==> src/rtl/sim_pkg.sv <==
// Shared simulation-top types: monitor state, trace record layout and the
// default end-of-test instruction encoding.
package sim_pkg;

  typedef enum logic [1:0] {
    IDLE  = 2'd0,
    RUN   = 2'd1,
    DRAIN = 2'd2,
    DONE  = 2'd3
  } monState_t;

  typedef struct packed {
    logic [31:0] seq;
    logic [31:0] pc;
    logic [31:0] inst;
  } traceRec_t;

  // ebreak
  localparam logic [31:0] HALT_INST_EBREAK = 32'h00100073;
  localparam int          TRACE_REC_W      = $bits(traceRec_t);

endpackage

==> src/rtl/commit_trace_fifo.sv <==
// Synchronous FIFO for trace records. A push into a full FIFO is accepted
// only when a pop happens on the same edge; otherwise it is discarded and the
// caller is expected to flag the drop. The head reads as zero while empty.
module commit_trace_fifo #(
  parameter int DEPTH = 8,
  parameter int WIDTH = 96
) (
  input  logic             clock,
  input  logic             reset,
  input  logic             push,
  input  logic [WIDTH-1:0] pushData,
  input  logic             pop,
  output logic [WIDTH-1:0] popData,
  output logic             full,
  output logic             empty
);

  localparam int PTR_W = $clog2(DEPTH);
  localparam int CNT_W = PTR_W + 1;

  logic [WIDTH-1:0] mem [DEPTH];
  logic [PTR_W-1:0] wrPtr;
  logic [PTR_W-1:0] rdPtr;
  logic [CNT_W-1:0] count;
  logic             popOk;
  logic             pushOk;

  assign empty   = (count == '0);
  assign full    = (count == CNT_W'(DEPTH));
  assign popOk   = pop & ~empty;
  assign pushOk  = push & (~full | popOk);
  assign popData = empty ? '0 : mem[rdPtr];

  // Pointer and occupancy bookkeeping; pointers wrap naturally at DEPTH.
  always_ff @(posedge clock or posedge reset) begin
    if (reset) begin
      wrPtr <= '0;
      rdPtr <= '0;
      count <= '0;
    end else begin
      if (pushOk) wrPtr <= wrPtr + 1'b1;
      if (popOk)  rdPtr <= rdPtr + 1'b1;
      case ({pushOk, popOk})
        2'b10:   count <= count + 1'b1;
        2'b01:   count <= count - 1'b1;
        default: count <= count;
      endcase
    end
  end

  // Record storage; contents are don't-care until written, so no reset.
  always_ff @(posedge clock) begin
    if (pushOk) mem[wrPtr] <= pushData;
  end

endmodule

==> src/rtl/commit_trace_monitor.sv <==
// Commit trace monitor: captures every retired instruction into a trace
// FIFO for the host checker, counts cycles/instret while the test runs and
// decides pass/fail on ebreak (a0 == 0 passes) or on timeout.
module commit_trace_monitor
  import sim_pkg::*;
#(
  parameter int          FIFO_DEPTH     = 8,
  parameter int          TIMEOUT_CYCLES = 100000,
  parameter logic [31:0] HALT_INST      = HALT_INST_EBREAK
) (
  input  logic        clock,
  input  logic        reset,
  input  logic        start_i,
  input  logic        commit_i,
  input  logic [31:0] commit_pc_i,
  input  logic [31:0] commit_inst_i,
  input  logic [31:0] a0_i,
  output logic        trace_valid_o,
  input  logic        trace_ready_i,
  output logic [31:0] trace_seq_o,
  output logic [31:0] trace_pc_o,
  output logic [31:0] trace_inst_o,
  output logic [31:0] instret_o,
  output logic [31:0] cycle_o,
  output logic        overflow_o,
  output logic        halted_o,
  output logic        pass_o,
  output logic        fail_o,
  output logic        timeout_o
);

  localparam logic [31:0] LAST_RUN_CYCLE = 32'(TIMEOUT_CYCLES - 1);

  monState_t  state;
  monState_t  nextState;
  logic [31:0] instret;
  logic [31:0] cycleCount;
  logic [31:0] a0Latched;
  logic        overflowFlag;
  logic        timeoutFlag;
  logic        running;
  logic        pushEn;
  logic        popEn;
  logic        haltCommit;
  logic        timeoutHit;
  logic        fifoFull;
  logic        fifoEmpty;
  traceRec_t   pushRec;
  traceRec_t   headRec;

  assign haltCommit = commit_i && (commit_inst_i == HALT_INST);
  assign timeoutHit = (cycleCount == LAST_RUN_CYCLE);
  assign popEn      = ~fifoEmpty & trace_ready_i;

  // State register.
  always_ff @(posedge clock or posedge reset) begin
    if (reset) state <= IDLE;
    else       state <= nextState;
  end

  // Next state: halt takes priority over a coincident timeout.
  always_comb begin
    nextState = state;
    case (state)
      IDLE:    if (start_i) nextState = RUN;
      RUN:     if (haltCommit || timeoutHit) nextState = DRAIN;
      DRAIN:   if (fifoEmpty) nextState = DONE;
      default: nextState = DONE;
    endcase
  end

  // State-decoded outputs and qualifiers.
  always_comb begin
    running  = (state == RUN);
    halted_o = (state == DONE);
    pushEn   = running & commit_i;
    pass_o   = halted_o & ~timeoutFlag & (a0Latched == '0);
    fail_o   = halted_o & (timeoutFlag | (a0Latched != '0));
  end

  // Run counters, a0 capture and sticky flags; all frozen outside RUN.
  always_ff @(posedge clock or posedge reset) begin
    if (reset) begin
      instret      <= '0;
      cycleCount   <= '0;
      a0Latched    <= '0;
      overflowFlag <= 1'b0;
      timeoutFlag  <= 1'b0;
    end else if (running) begin
      cycleCount <= cycleCount + 1'b1;
      if (commit_i) begin
        instret <= instret + 1'b1;
        if (fifoFull && !popEn) overflowFlag <= 1'b1;
      end
      if (haltCommit)      a0Latched   <= a0_i;
      else if (timeoutHit) timeoutFlag <= 1'b1;
    end
  end

  assign pushRec = '{seq: instret, pc: commit_pc_i, inst: commit_inst_i};

  commit_trace_fifo #(
    .DEPTH (FIFO_DEPTH),
    .WIDTH (TRACE_REC_W)
  ) traceFifo (
    .clock    (clock),
    .reset    (reset),
    .push     (pushEn),
    .pushData (pushRec),
    .pop      (popEn),
    .popData  (headRec),
    .full     (fifoFull),
    .empty    (fifoEmpty)
  );

  assign trace_valid_o = ~fifoEmpty;
  assign trace_seq_o   = headRec.seq;
  assign trace_pc_o    = headRec.pc;
  assign trace_inst_o  = headRec.inst;
  assign instret_o     = instret;
  assign cycle_o       = cycleCount;
  assign overflow_o    = overflowFlag;
  assign timeout_o     = timeoutFlag;

endmodule

==> config.mk <==
export PLATFORM = sky130hd
export DESIGN_NAME = commit_trace_monitor
export DESIGN_NICKNAME = d
export VERILOG_FILES = /design/src/rtl/sim_pkg.sv /design/src/rtl/commit_trace_fifo.sv /design/src/rtl/commit_trace_monitor.sv
export SDC_FILE = /design/constraint.sdc
export NUM_CORES = 1
export LEC_CHECK = 0
export CAP_MARGIN = 5
export CORE_MARGIN = 4
export CORE_UTILIZATION = 45
export DETAILED_ROUTE_END_ITERATION = 7
export SETUP_SLACK_MARGIN = 0.2
export SLEW_MARGIN = 15
export SYNTH_ARGS = -nofsm -noshare
export SYNTH_HDL_FRONTEND = slang
export SYNTH_SLANG_ARGS = --single-unit
==> constraint.sdc <==
create_clock -name clock -period 14.5 [get_ports clock]
set_clock_uncertainty 0.1 [all_clocks]
set_input_delay 1.45 -clock clock [delete_from_list [all_inputs] [get_ports clock]]
set_output_delay 1.45 -clock clock [all_outputs]
set_load 0.05 [all_outputs]
Word level (Yosys, flattened, before mapping):

Memories as Yosys holds them, arrays and structs flattened.
Cells that the tools add are included.

* word-level logic and storage cells: 62
* memories: 1
* bits in writable memories: 768
* output and inout port bits: 166
* register bits: 110
* input bits: 101

Memory list
* traceFifo.mem: depth 8, bits a word 96, rd ports 1, clocked after Yosys merged registers in 0, wr ports 1, line commit_trace_fifo.sv:21 `logic [WIDTH-1:0] mem [DEPTH];`

* reductions and logical operators: 14
* bitwise gates (word level): 13
* mux-type cells: 8
* equal/unequal tests: 11
* add/subtract/negate cells: 6

Operators with widths (number)
* 96-bit 2-to-1 mux: 1
* 32-bit by 1-bit adder with 32-bit output, second input constant: 2
* 32-bit by 17-bit equality test with 1-bit output, second input constant: 1
* 32-bit by 21-bit equality test with 1-bit output, second input constant: 1
* 32-bit zero test: 1
* 32-bit nonzero test: 1
* 3-bit AND reduction: 3
* 4-bit case mux with 2 select lines: 1
* 1-bit bitwise AND: 7
* 3-bit by 1-bit adder with 3-bit output, second input constant: 2
* 2-bit equality test, second input constant: 3
* 2-bit 2-to-1 mux: 3
* 2-bit case mux with 3 select lines: 1
* 4-bit by 1-bit adder with 4-bit output, second input constant: 1
* 2-bit by 1-bit equality test with 1-bit output, second input constant: 2
* 4-bit equality test, second input constant: 1
* 4-bit zero test: 1
* 2-bit by 1-bit inequality test with 1-bit output, second input constant: 2
* 1-bit NOT: 4
* 2-bit AND reduction: 2
* 4-bit by 1-bit subtractor with 4-bit output, second input constant: 1
* 1-bit logical AND: 2
* 2-bit zero test: 1
* 1-bit 2-to-1 mux: 2
* 5 further kinds: 6

Logic depth before layout (Yosys ltp):

Gate-level depths: netlist of run 1.

* depth after elaboration: 8
* gate-level depth with buffers: 9
* depth with buffers taken out: 7

Modules after synthesis:

From an unflattened synthesis of run 1, not the netlist that was laid out.

* cells, all modules: 1669
* area total of the unflattened synthesis: 34423.0 µm²

By module, submodules not included
* commit_trace_fifo: area an instance 29838.6 µm², cells an instance 1288, instances 1, seq. area each 23312.4 µm²
* commit_trace_monitor: area an instance 4584.4 µm², cells an instance 381, instances 1, seq. area each 2502.4 µm²

Least setup slack after synthesis of run 1:

No wires, ideal clock.

* kind: input to register
* start point: input port commit_i
* end point: memory traceFifo.mem[0][0], enable pin
* stages on the path: 4
* required time: 13.614 ns
* setup time: 0.786 ns
* data arrival time: 10.987 ns
* path buffers: 1
* path slack: 2.627 ns
* cell sequence: and3b_1 clkbuf_1 nand2_1 nor4_1

* word-level cells in the longest chain between the ends: 4

RTL lines
* start, declared: line commit_trace_monitor.sv:14 `input logic commit_i,`
* 1-bit bitwise AND: line commit_trace_monitor.sv:76 `pushEn = running & commit_i;`
* 1-bit bitwise AND: line commit_trace_fifo.sv:31 `assign pushOk = push & (~full | popOk);`
* 1-bit 2-to-1 mux: line commit_trace_fifo.sv:53 `if (pushOk) mem[wrPtr] <= pushData;`
* 1-bit 2-to-1 mux (not written as such): line commit_trace_fifo.sv:53
* end, declared: line commit_trace_fifo.sv:21

Every way passes these cells.

Worst setup path in the final report of run 1:

* start point: register traceFifo.rdPtr[2]
* end point: output port trace_inst_o[3]

* word-level cells in the longest chain between the ends: 2

RTL lines
* start, declared: line commit_trace_fifo.sv:23 `logic [PTR_W-1:0] rdPtr;`
* start signal, assigned: line commit_trace_fifo.sv:42 `if (popOk) rdPtr <= rdPtr + 1'b1;`
* memory read 8 x 96 bit
* 96-bit 2-to-1 mux: line commit_trace_fifo.sv:32 `assign popData = empty ? '0 : mem[rdPtr];`
* end, declared: line commit_trace_monitor.sv:22 `output logic [31:0] trace_inst_o,`

Every way passes these cells.

==> results of run 1 <==
==> worst max-delay path, delay by kind of cell (launching register included) <==
kind / cells / cell delay [ns]
buf+inv: 3 / 2.20
flops: 1 / 0.98
mux: 1 / 0.15
simple gates: 1 / 0.20
==> state kept, by name, indices dropped and copies added (netlist names) <==
name	cells
state	2
traceFifo.wrPtr	3
instret_o	32
cycle_o	32
overflow_o	1
timeout_o	1
traceFifo.rdPtr	3
traceFifo.count	4
a0Latched	32
traceFifo.mem	768
==> worst paths after layout <==
kind	start	end	depth (start not counted)	slack, ns
hold / removal	overflow_o	overflow_o	1	0.38
hold reg to reg	overflow_o	overflow_o	1	0.38
min in group asynchronous	reset	cycle_o[16]	2	1.09
setup reg to reg	state[0]	traceFifo.mem[3][56]	5	11.12
max in group asynchronous	reset	traceFifo.rdPtr[1]	3	11.70
setup / recovery	traceFifo.rdPtr[2]	trace_inst_o[3]	5	8.72
==> cell type report <==
class / count / area [µm²] / area share [%]
well taps: 969 / 1210 / 2.96
clock buffers: 134 / 2580 / 6.30
repair buffers: 296 / 2930 / 7.15
multi-input cells: 708 / 8100 / 19.8
diodes: 2 / 5.00 / 0.0122
flip-flops and latches: 878 / 25800 / 63.0
inverters: 11 / 43.8 / 0.107
clock inverters: 35 / 294 / 0.717
==> logic make-up (layout without fill, tap and decap cells) <==
logic type      Yosys count  after routing  synth area share, %
xor+xnor                 69             69                 1.76
simple gates            301            301                 4.76
mux                     323            323                 16.6
compound gates           10             10                0.208
fa+ha+maj                 5              5                0.183
buf+inv                  89            476                 1.18
flops                   878            878                 75.3
other cells               0              2                    0
==> power groups by stage <==
stage / Combinational, mW / Clock (mW) / Sequential (mW)
2_1_floorplan: 0.00571 / 0 / 2.79
3_3_place_gp: 0.0534 / 0 / 2.79
3_5_place_dp: 0.0563 / 0 / 2.79
4_1_cts: 0.0565 / 2.30 / 2.74
5_1_grt: 0.0611 / 2.41 / 2.73
6_report: 0.0554 / 2.23 / 2.74
==> per-layer routing <==
metal | global-route usage (%) | up-vias | wire length, µm
li1 | - | 7406 | -
met1 | 26.6 | 9097 | 32700
met2 | 31.1 | 428 | 38000
met3 | 4.95 | 121 | 5020
met4 | 5.16 | 12 | 1550
met5 | 0 | - | 80
==> cells in the mapped netlist (4+ instances only) <==
master / count / share of area, %
sky130_fd_sc_hd__nor2_1: 120 / 1.3
sky130_fd_sc_hd__xnor2_1: 32 / 0.82
sky130_fd_sc_hd__buf_2: 27 / 0.39
sky130_fd_sc_hd__nor3_1: 22 / 0.32
sky130_fd_sc_hd__mux4_2: 192 / 13
sky130_fd_sc_hd__inv_1: 10 / 0.11
sky130_fd_sc_hd__mux2i_1: 96 / 2.8
sky130_fd_sc_hd__buf_6: 4 / 0.13
sky130_fd_sc_hd__nand4_1: 20 / 0.37
sky130_fd_sc_hd__and3_1: 7 / 0.13
sky130_fd_sc_hd__xor2_1: 37 / 0.95
sky130_fd_sc_hd__buf_1: 16 / 0.18
sky130_fd_sc_hd__clkbuf_1: 29 / 0.32
sky130_fd_sc_hd__nor3_2: 10 / 0.29
sky130_fd_sc_hd__nand2b_1: 5 / 0.091
sky130_fd_sc_hd__nand3_1: 24 / 0.35
sky130_fd_sc_hd__nor4b_1: 6 / 0.15
sky130_fd_sc_hd__edfxtp_1: 768 / 67
sky130_fd_sc_hd__dfrtp_1: 110 / 8.0
sky130_fd_sc_hd__mux2_2: 33 / 1.1
sky130_fd_sc_hd__and4_1: 9 / 0.23
sky130_fd_sc_hd__nand2_1: 29 / 0.32
sky130_fd_sc_hd__ha_1: 5 / 0.18
sky130_fd_sc_hd__nor4_1: 23 / 0.42
==> through the flow <==
step / cell area (µm²) / hold slack, ns / power (mW) / utilization (%) / std cells
floorplan: 34300 / 0.358 / 2.79 / - / 1675
global placement: 38100 / 0.371 / 2.84 / 50.8 / 2861
detailed placement: 38100 / 0.373 / 2.84 / 50.8 / 2861
CTS: 41000 / 0.388 / 5.09 / 54.7 / 3030
global route: 41000 / 0.401 / 5.21 / 54.7 / 3032
finish: 41000 / 0.383 / 5.02 / 54.7 / 3033
==> impl_metrics.ini, run 1 <==
[power]
p_seq_share_pct = 54.5
power_density_nw_per_um2 = 123
total_switching_power_mw = 0.955
power.combinational.fraction_pct = 1.1
power.ir.vdd_worst_v = 0.0000767
clockPowerShare_pct = 44.4
static-leakage-power_nw = 13.7
cell_internal_pwr_mw = 4.07
sw_frac_of_total_pct = 19.0

[cts]
tritoncts = yes
htreeDepth = 3
cts_hold_buf = 0
cts-buffers-inserted = 91
tritoncts_num_sinks = 878
clk_path_buf_depth = 3
clk_pin_slew_ns = 0.06
clkLatencyLatePin_ns = 0.62
clockRootBuffer = sky130_fd_sc_hd__clkbuf_16
cts_resized = 0
post_cts_buffers = 0

[sta]
min_period_over_period_pct = 39.8
finalSetupViolations = 0
max_clock_freq_ghz = 0.173
max_slew.worst_pin.slew_ns = 1.00
grt_setup_unrepaired = no
setup_total_negative_slack_ns = 0
post-route-worst-setup-slack_ns = 8.72
finalMaxSlewViolations = 0
timing.max_slew.rel_slack_pct = 33.1
finalCriticalPeriod_ns = 5.78
finalHoldViolations = 0

[floorplan]
rows = 100
dieHeight_um = 284
core-area_um2 = 74900
floorplan.initialDensity_pct = 45.7
io-pin-count = 267
die_width_um = 284
design.die.area_um2 = 80600

[placement]
gp_congestion = 0.769
dp.final_hpwl_um = 42300
portBuffers = 266
dp_slack_ns = 9.28

[final_layout]
share_of_cells_above_drive_strength_1_pct = 20.1
finalNetCount = 2092
most-common-layout-cells = 768 x sky130_fd_sc_hd__edfxtp_1, 266 x sky130_fd_sc_hd__clkdlybuf4s50_1, 192 x sky130_fd_sc_hd__mux4_2, 117 x sky130_fd_sc_hd__nor2_1, 107 x sky130_fd_sc_hd__dfrtp_1
area_delta_synth_final_pct = 19.6
commonest_non_fill_non_tap_cell_in_the_layout = sky130_fd_sc_hd__edfxtp_1
fillerInstances = 5737

[global_routing]
grt_start_max_net_pins = 139
grt_overflow_total = 0
global_route.usage.total_pct = 19.3
grt_pass1_vias = 18400
antenna_found_initial = 8
grt_pass1_wl_um = 118000

[yosys]
synthesis.area_um2 = 34300
post_synth_num_cell_types = 50
most_instantiated_flip_flop_cell_in_the_synthesis_netlist = sky130_fd_sc_hd__edfxtp_1
synth-warning-count = 0
ys_seq_area_share_pct = 75.3
synth_enable_flop_cells = 768
avg_synthesized_cell_area_um2 = 20.5
netlist_instances = 1675
synth-seq-cells = 878
async_reset_ff_share_pct = 12.5
synth.net_count = 1781

[route]
dr.pass1.iters = 5
post_drt_via_cell_ratio = 5.63
via_count = 17100
wl_per_cell_um = 25.5
initialDrtViolationCount = 1169
drc = 0
postRouteAntennaNets = 0
routed_wirelength_um = 77400

[setup_path]
end_kind = output port
timing.critical_path.slowest_stage_cell = sky130_fd_sc_hd__dfrtp_4
worst-endpoint-required_ns = 12.95
cp-start-kind = flip-flop
critical_path.cell_chain = buf_4 -> buf_4 -> mux2i_1 -> nor2_1 -> clkdlybuf4s50_1
worst_ep_arrival_time_ns = 4.23
path_max_fanout = 37
critical_path.most_common_cell = sky130_fd_sc_hd__buf_4
critical-path-max-stage-delay_ns = 0.98
critical_path_class = flip-flop to output port

[run]
max_cap_violations = 0

[outcome]
run_status = completed

[min_path]
holdCritPathClass = flip-flop to flip-flop
Note: power is estimated with default switching activity, not from simulation.
==> run 2: changes to the inputs <==
PLACE_DENSITY = 0.67   (was unset)
clock period = 5.2 ns   (was 14.5 ns; I/O delays follow)
==> run 2 against run 1 <==
  * Power rose to 2.8 times the previous value
  * Sequential power rose to 2.8 times the previous value
  * Combinational power grew to 2.8 times the previous value
  * Register-to-register slack lost 9.2 ns
  * Critical path depth is the same
  * Non-clock buffer count grew 1
  * Global-route usage is 0.31 points lower
  * Largest cell class unchanged
==> impl_metrics.ini, run 2 (synthesis results as in run 1) <==
[cts]
tritoncts = yes
cts_resized = 0
clkLatencyLatePin_ns = 0.62
clk_pin_slew_ns = 0.06
clockRootBuffer = sky130_fd_sc_hd__clkbuf_16
post_cts_buffers = 0
htreeDepth = 3
cts_hold_buf = 0
tritoncts_num_sinks = 878
clk_path_buf_depth = 3
cts-buffers-inserted = 90

[min_path]
holdCritPathClass = primary input to asynchronous set/reset pin

[sta]
max_slew.worst_pin.slew_ns = 1.10
finalMaxSlewViolations = 0
min_period_over_period_pct = 79.8
finalHoldViolations = 0
finalSetupViolations = 0
max_clock_freq_ghz = 0.241
timing.max_slew.rel_slack_pct = 26.8
finalCriticalPeriod_ns = 4.15
grt_setup_unrepaired = no

[route]
routed_wirelength_um = 76500
wl_per_cell_um = 25.3
dr.pass1.iters = 5
post_drt_via_cell_ratio = 5.66
drc = 0
initialDrtViolationCount = 1361
via_count = 17100
postRouteAntennaNets = 0

[floorplan]
dieHeight_um = 284
design.die.area_um2 = 80600
die_width_um = 284
rows = 100
core-area_um2 = 74900
io-pin-count = 267
floorplan.initialDensity_pct = 45.7

[global_routing]
grt_pass1_wl_um = 117000
grt_start_max_net_pins = 97
global_route.usage.total_pct = 19.0
grt_pass1_vias = 18300
antenna_found_initial = 5
grt_overflow_total = 0

[power]
static-leakage-power_nw = 13.8
power.combinational.fraction_pct = 1.1
p_seq_share_pct = 53.5
power.ir.vdd_worst_v = 0.000274
sw_frac_of_total_pct = 18.7
cell_internal_pwr_mw = 11.6
clockPowerShare_pct = 45.4
power_density_nw_per_um2 = 346
total_switching_power_mw = 2.66

[placement]
place_inst = 2863
gp_congestion = 0.776
portBuffers = 266
placed_area_um2 = 38200
dp.final_hpwl_um = 42700

[final_layout]
final-instance-count-excl-fill = 3026
stdcell_area_um2 = 41200
finalNetCount = 2092
share_of_cells_above_drive_strength_1_pct = 20.4
registers.top_by_ff_count = traceFifo.mem
commonest_non_fill_non_tap_cell_in_the_layout = sky130_fd_sc_hd__edfxtp_1
most-common-layout-cells = 768 x sky130_fd_sc_hd__edfxtp_1, 266 x sky130_fd_sc_hd__clkdlybuf4s50_1, 192 x sky130_fd_sc_hd__mux4_2, 117 x sky130_fd_sc_hd__nor2_1, 107 x sky130_fd_sc_hd__dfrtp_1
area_delta_synth_final_pct = 20.3
largest_register_ff_count = 768
fillerInstances = 5675

[setup_path]
path_max_fanout = 49
worst_ep_arrival_time_ns = 3.53
cp-start-kind = flip-flop
r2r-end = traceFifo.mem[7][26]
ff2ff_path_depth = 5
worst-endpoint-required_ns = 4.58
r2r-start = state[0]
critical_path_class = flip-flop to output port
end_kind = output port
setup.reg_to_reg.worst_slack_ns = 1.88

[outcome]
run_status = completed

[run]
max_cap_violations = 0
run 2: critical path, cell delays in order (launching register included):
cell,delay [ns]
sky130_fd_sc_hd__dfrtp_4,0.80
sky130_fd_sc_hd__buf_12,0.41
sky130_fd_sc_hd__mux4_2,0.55
sky130_fd_sc_hd__mux2i_1,0.27
sky130_fd_sc_hd__nor2_1,0.07
sky130_fd_sc_hd__clkdlybuf4s50_1,0.74
run 2: how the worst max path moves through the flow:
stage / from / to / depth (start not counted)
floorplan: state[1] / traceFifo.mem[7][0] / 4
global placement: commit_i / traceFifo.mem[7][61] / 6
detailed placement: commit_i / traceFifo.mem[7][37] / 6
CTS: traceFifo.rdPtr[0] / trace_seq_o[0] / 5
global route: traceFifo.rdPtr[0] / trace_inst_o[12] / 5
finish: traceFifo.rdPtr[0] / trace_seq_o[0] / 5
run 2: layout make-up:
type / instances / area [µm²] / share of cell area, %
sequential: 878 / 25800 / 62.7
multi-input combinational: 708 / 8130 / 19.7
timing repair buffer: 297 / 3010 / 7.30
clock buffer: 119 / 2490 / 6.05
tap: 969 / 1210 / 2.94
clock inverter: 43 / 498 / 1.21
inverter: 11 / 43.8 / 0.106
antenna: 1 / 2.50 / 0.00607
run 2: stage by stage:
step | hold WS (ns) | TNS, ns | power [mW] | util (%) | worst slack, ns
floorplan | 0.358 | -285.20 | 7.79 | - | -0.667
global route | 0.388 | 0 | 14.8 | 55.0 | 0.779
CTS | 0.360 | 0 | 14.4 | 55.0 | 0.904
global placement | 0.369 | 0 | 7.92 | 51.0 | 1.57
finish | 0.338 | 0 | 14.3 | 55.0 | 1.05
detailed placement | 0.382 | 0 | 7.93 | 51.0 | 1.50
run 2: routing by layer:
layer	routed length [µm]	GRT usage, %	vias to the layer above
met5	34	0	-
met4	1380	4.58	4
met3	5340	5.05	108
met2	37500	31.3	493
met1	32300	25.6	9129
li1	-	-	7408
run 2: power by group through the flow:
stage          Combinational [mW]  Clock, mW  Sequential (mW)
2_1_floorplan              0.0159          0             7.78
3_3_place_gp                0.149          0             7.78
3_5_place_dp                0.157          0             7.78
4_1_cts                     0.158       6.64             7.63
5_1_grt                     0.169       6.96             7.62
6_report                    0.156       6.49             7.63
==> edit 1: new RTL, settings of run 2 <==
Change the parameter `FIFO_DEPTH` from 8 to 16.
--- a/src/rtl/commit_trace_monitor.sv
+++ b/src/rtl/commit_trace_monitor.sv
@@ -4,7 +4,7 @@
 module commit_trace_monitor
   import sim_pkg::*;
 #(
-  parameter int          FIFO_DEPTH     = 8,
+  parameter int          FIFO_DEPTH     = 16,
   parameter int          TIMEOUT_CYCLES = 100000,
   parameter logic [31:0] HALT_INST      = HALT_INST_EBREAK
 ) (
Function: no difference found for any inputs over 4 cycles, from zero or initial values and one cycle with reset high; that may be too few to reach the edited logic, so the function may still have changed.
==> edit 1 against run 2 <==
Wire length rose by 94%. Sequential cell count rose by 771. Register-to-register slack got worse by 0.34 ns. Total power rose to 3.0 times the old value. Synthesized area rose by 85%. Cell area rose by 81%. Setup slack got worse by 0.57 ns. Maximum frequency fell by 12%. Core utilization fell by 1.6 points. Largest cell class unchanged. Largest power group unchanged.
==> edit 1: results <==
<?xml version="1.0" encoding="UTF-8"?>
<metrics>
  <group name="clock_network">
    <metric name="tritoncts.num_buffers" unit="">167</metric>
    <metric name="ctsHtreeMaxLevel" unit="">4</metric>
  </group>
  <group name="drt">
    <metric name="wl_met2" unit="mm">75.1</metric>
    <metric name="met3RoutedLength" unit="mm">10.2</metric>
    <metric name="met1_length" unit="mm">60.2</metric>
    <metric name="detailedRoute.firstIterationViolations" unit="">3133</metric>
    <metric name="detail_route.first_pass.iterations" unit="">6</metric>
  </group>
  <group name="logic_synthesis">
    <metric name="synth_async_sr_flop_share" unit="%">6.85</metric>
    <metric name="netlist_top_cells_count" unit="">edfxtp_1 (1,536), mux4_2 (480), and2_1 (113), dfrtp_1 (113), clkbuf_1 (66)</metric>
    <metric name="syn_area_per_cell" unit="sq um">23.6</metric>
    <metric name="synthTopCellsByArea" unit="">edfxtp_1 (73%), mux4_2 (17%), dfrtp_1 (4.5%)</metric>
  </group>
  <group name="run_status">
    <metric name="status" unit="">completed</metric>
  </group>
  <group name="critical_path">
    <metric name="cp_data_arrival_time" unit="ns">4.10</metric>
    <metric name="worst-r2r-setup-slack" unit="ns">1.54</metric>
    <metric name="path_max_fanout" unit="">17</metric>
    <metric name="ff_to_ff_path_depth" unit="">11</metric>
  </group>
  <group name="final_layout">
    <metric name="post_route_cells_drive_above_1_share" unit="%">27.7</metric>
    <metric name="fillerInstances" unit="">10400</metric>
    <metric name="largest_reg_flops" unit="">1536</metric>
  </group>
  <group name="placement">
    <metric name="gp_congestion" unit="">0.819</metric>
    <metric name="detailed_place_hpwl" unit="mm">79.7</metric>
    <metric name="dp_cells" unit="">4792</metric>
  </group>
  <group name="global_route">
    <metric name="grt_pass1_wl" unit="mm">218</metric>
  </group>
  <group name="sta">
    <metric name="timing.max_slew.rel_slack" unit="%">43.2</metric>
    <metric name="fin_worst_hold_slack" unit="ns">0.232</metric>
  </group>
  <group name="min_path">
    <metric name="holdCritPathClass" unit="">in2reg</metric>
  </group>
</metrics>
## edit 1: cell count changes in the layout (fill, tap and decap cells not counted), sizes merged, moves of 11 or more
cell      change
xnor2        +18
clkinvlp     +11
nor3         -18
and2        +111
edfxtp      +768
xor2         -12
clkbuf       +77
clkinv       +45
mux2i        -96
mux4        +288
buf          +64
nor2        -100
## edit 1: layer usage
| metal | global-route usage (%) | vias up |
|---|---|---|
| met3 | 4.48 | 184 |
| met5 | 0 | - |
| met1 | 28.1 | 16100 |
| met2 | 33.8 | 1164 |
| met4 | 4.24 | 4 |
| li1 | - | 12200 |
## edit 1: cell families after synthesis
family	after synthesis	synth area share, %
multiplexers	515	17.7
AO/OA/AOI/OAI	11	0.122
adder cells (fa/ha/maj)	10	0.197
flip-flops	1649	77.2
XOR/XNOR	75	1.04
AND/OR/NAND/NOR	290	2.67
buffers and inverters	137	1.12
## edit 1: metrics by stage
step | utilization (%) | setup WS (ns) | power, mW
floorplan | - | 0.891 | 26.9
global placement | 49.5 | 1.14 | 31.4
detailed placement | 49.5 | 1.12 | 31.7
CTS | 53.4 | 0.230 | 43.6
global route | 53.4 | 0.332 | 44.8
finish | 53.4 | 0.478 | 43.1
## edit 1: power breakdown
part	internal [mW]	leakage (nW)	switching, mW
logic	6.30	5.86	8.18
clock network	6.86	2.67	5.05
registers	15.9	15.4	0.766
total	29.1	23.9	14.0
## edit 1: worst max path at each step
stage	start	end	slack, ns	cells after the start
floorplan	state[1]$_DFFE_PP0P_	traceFifo.mem[0][0]$_DFFE_PP_	0.89	7
global placement	traceFifo.rdPtr[0]$_DFFE_PP0P_	trace_inst_o[30]	1.14	5
detailed placement	traceFifo.rdPtr[0]$_DFFE_PP0P_	trace_seq_o[0]	1.12	5
CTS	traceFifo.rdPtr[0]$_DFFE_PP0P_	trace_inst_o[1]	0.23	5
global route	traceFifo.rdPtr[1]$_DFFE_PP0P_	trace_seq_o[3]	0.33	5
finish	traceFifo.rdPtr[0]$_DFFE_PP0P_	trace_inst_o[1]	0.48	5
## edit 1: timing repair
action,CTS,global route
hold buffers,1,0
setup endpoints to repair,0,11
buffers inserted,0,1
endpoints found under the hold margin,34,0
## edit 1: layout make-up
class | instances | area share, %
Antenna cell | 2 | 0.00671
Clock buffer | 196 | 5.80
Clock inverter | 112 | 1.56
Inverter | 9 | 0.0486
Multi-Input combinational cell | 901 | 18.5
Sequential cell | 1649 | 65.6
Tap cell | 1876 | 3.15
Timing Repair Buffer | 359 | 5.30
==> edit 2: new RTL, flow settings as in run 2 <==
Made on the original files. One comparison of `cycleCount` changes from == to >=.
--- a/src/rtl/commit_trace_monitor.sv
+++ b/src/rtl/commit_trace_monitor.sv
@@ -49,7 +49,7 @@
   traceRec_t   headRec;
 
   assign haltCommit = commit_i && (commit_inst_i == HALT_INST);
-  assign timeoutHit = (cycleCount == LAST_RUN_CYCLE);
+  assign timeoutHit = (cycleCount >= LAST_RUN_CYCLE);
   assign popEn      = ~fifoEmpty & trace_ready_i;
 
   // State register.
Check against the original RTL: same outputs for any inputs over 4 cycles, from zero or initial values and one cycle with reset high; that may be too few to reach the edited logic, so the function may still have changed.
==> edit 2 against run 2 <==
Global-route usage grew 0.13 points. Synthesized area shrank 0.89%. Cell area down 0.68%. Setup slack got worse by 0.30 ns. Wire length shrank 1.4%. Sequential cell count unchanged. Critical endpoint is now trace_seq_o[2]. Highest routed layer unchanged.
Power is not compared: it rests on default switching activity, and its combinational part moved more than twofold at a synthesized area within 25%.
==> edit 2: results <==
<?xml version="1.0" encoding="UTF-8"?>
<metrics>
  <group name="logic_synthesis">
    <metric name="synthTopCellsByArea" unit="">edfxtp_1 (68%), mux4_2 (13%), dfrtp_1 (8.1%)</metric>
    <metric name="synthMuxAreaShare" unit="%">16.8</metric>
    <metric name="synth_fp_nets" unit="">1746</metric>
    <metric name="synth_cells" unit="">1638</metric>
    <metric name="synth_adder_area_share" unit="%">0.280</metric>
    <metric name="distinct_cell_type_count_after_synthesis" unit="">42</metric>
    <metric name="netlist_top_cells_count" unit="">edfxtp_1 (768), mux4_2 (192), nor2_1 (120), dfrtp_1 (110), mux2i_1 (98)</metric>
    <metric name="compound_gate_portion_of_the_synthesized_area" unit="%">0.225</metric>
  </group>
  <group name="placement">
    <metric name="dp_cells" unit="">2843</metric>
    <metric name="detailed_place_hpwl" unit="mm">43.1</metric>
    <metric name="gp_congestion" unit="">0.823</metric>
    <metric name="detailedPlace.worstSlack" unit="ns">1.34</metric>
  </group>
  <group name="final_layout">
    <metric name="instances_no_fill" unit="">3009</metric>
    <metric name="fillerInstances" unit="">5654</metric>
    <metric name="multiInputGateArea" unit="sq um">7880</metric>
    <metric name="design.final.nets" unit="">2075</metric>
  </group>
  <group name="critical_path">
    <metric name="reg2reg_to" unit="">traceFifo.count[3]$_DFFE_PP0P_</metric>
    <metric name="max_stage_delay" unit="ns">1.16</metric>
    <metric name="timing.rr.start" unit="">traceFifo.count[0]$_DFFE_PP0P_</metric>
    <metric name="path_max_fanout" unit="">66</metric>
    <metric name="worst_setup_path_endpoint" unit="">trace_seq_o[2]</metric>
    <metric name="crit_path_start" unit="">traceFifo.rdPtr[1]$_DFFE_PP0P_</metric>
  </group>
  <group name="sta">
    <metric name="fin_worst_hold_slack" unit="ns">0.295</metric>
    <metric name="worst_pin_slew" unit="ns">1.12</metric>
    <metric name="share_of_the_cycle_needed_by_the_critical_path_after_routing" unit="%">85.6</metric>
  </group>
  <group name="drt">
    <metric name="detailedRoute.firstIterationViolations" unit="">1194</metric>
    <metric name="vias_per_cell" unit="">5.59</metric>
    <metric name="detail_route.first_pass.iterations" unit="">4</metric>
  </group>
  <group name="clock_network">
    <metric name="tritoncts.num_buffers" unit="">91</metric>
  </group>
  <group name="run_status">
    <metric name="status" unit="">completed</metric>
  </group>
  <group name="global_route">
    <metric name="grt_pass1_wl" unit="mm">114</metric>
    <metric name="antenna_found_initial" unit="">8</metric>
    <metric name="first_global_vias" unit="">18100</metric>
  </group>
</metrics>
[edit 2: cell types whose count changed after synthesis, moves of 4 or more]
cell	run 2	this run
mux2_2	33	37
buf_6	4	0
nor4_1	23	18
nor3_1	22	10
xnor2_1	32	49
nor3_2	10	0
xor2_1	37	20
nand3_1	24	28
[edit 2: area by class of cell]
type | instances | share of cell area [%]
multi-input cells | 678 | 19.2
inverters | 12 | 0.122
clock buffers | 115 | 5.91
repair buffers | 306 | 7.48
well taps | 969 | 2.96
diodes | 3 | 0.0183
clock inverters | 48 | 1.17
flip-flops and latches | 878 | 63.1
[edit 2: metal layers]
metal	part of all wire, %	GRT usage (%)	up-vias	routed length (microns)
met5	0.061	0	-	46
met4	1.6	4.40	6	1230
met3	7.7	4.94	91	5800
met2	49	31.0	541	36800
met1	42	26.7	8892	31600
li1	-	-	7297	-
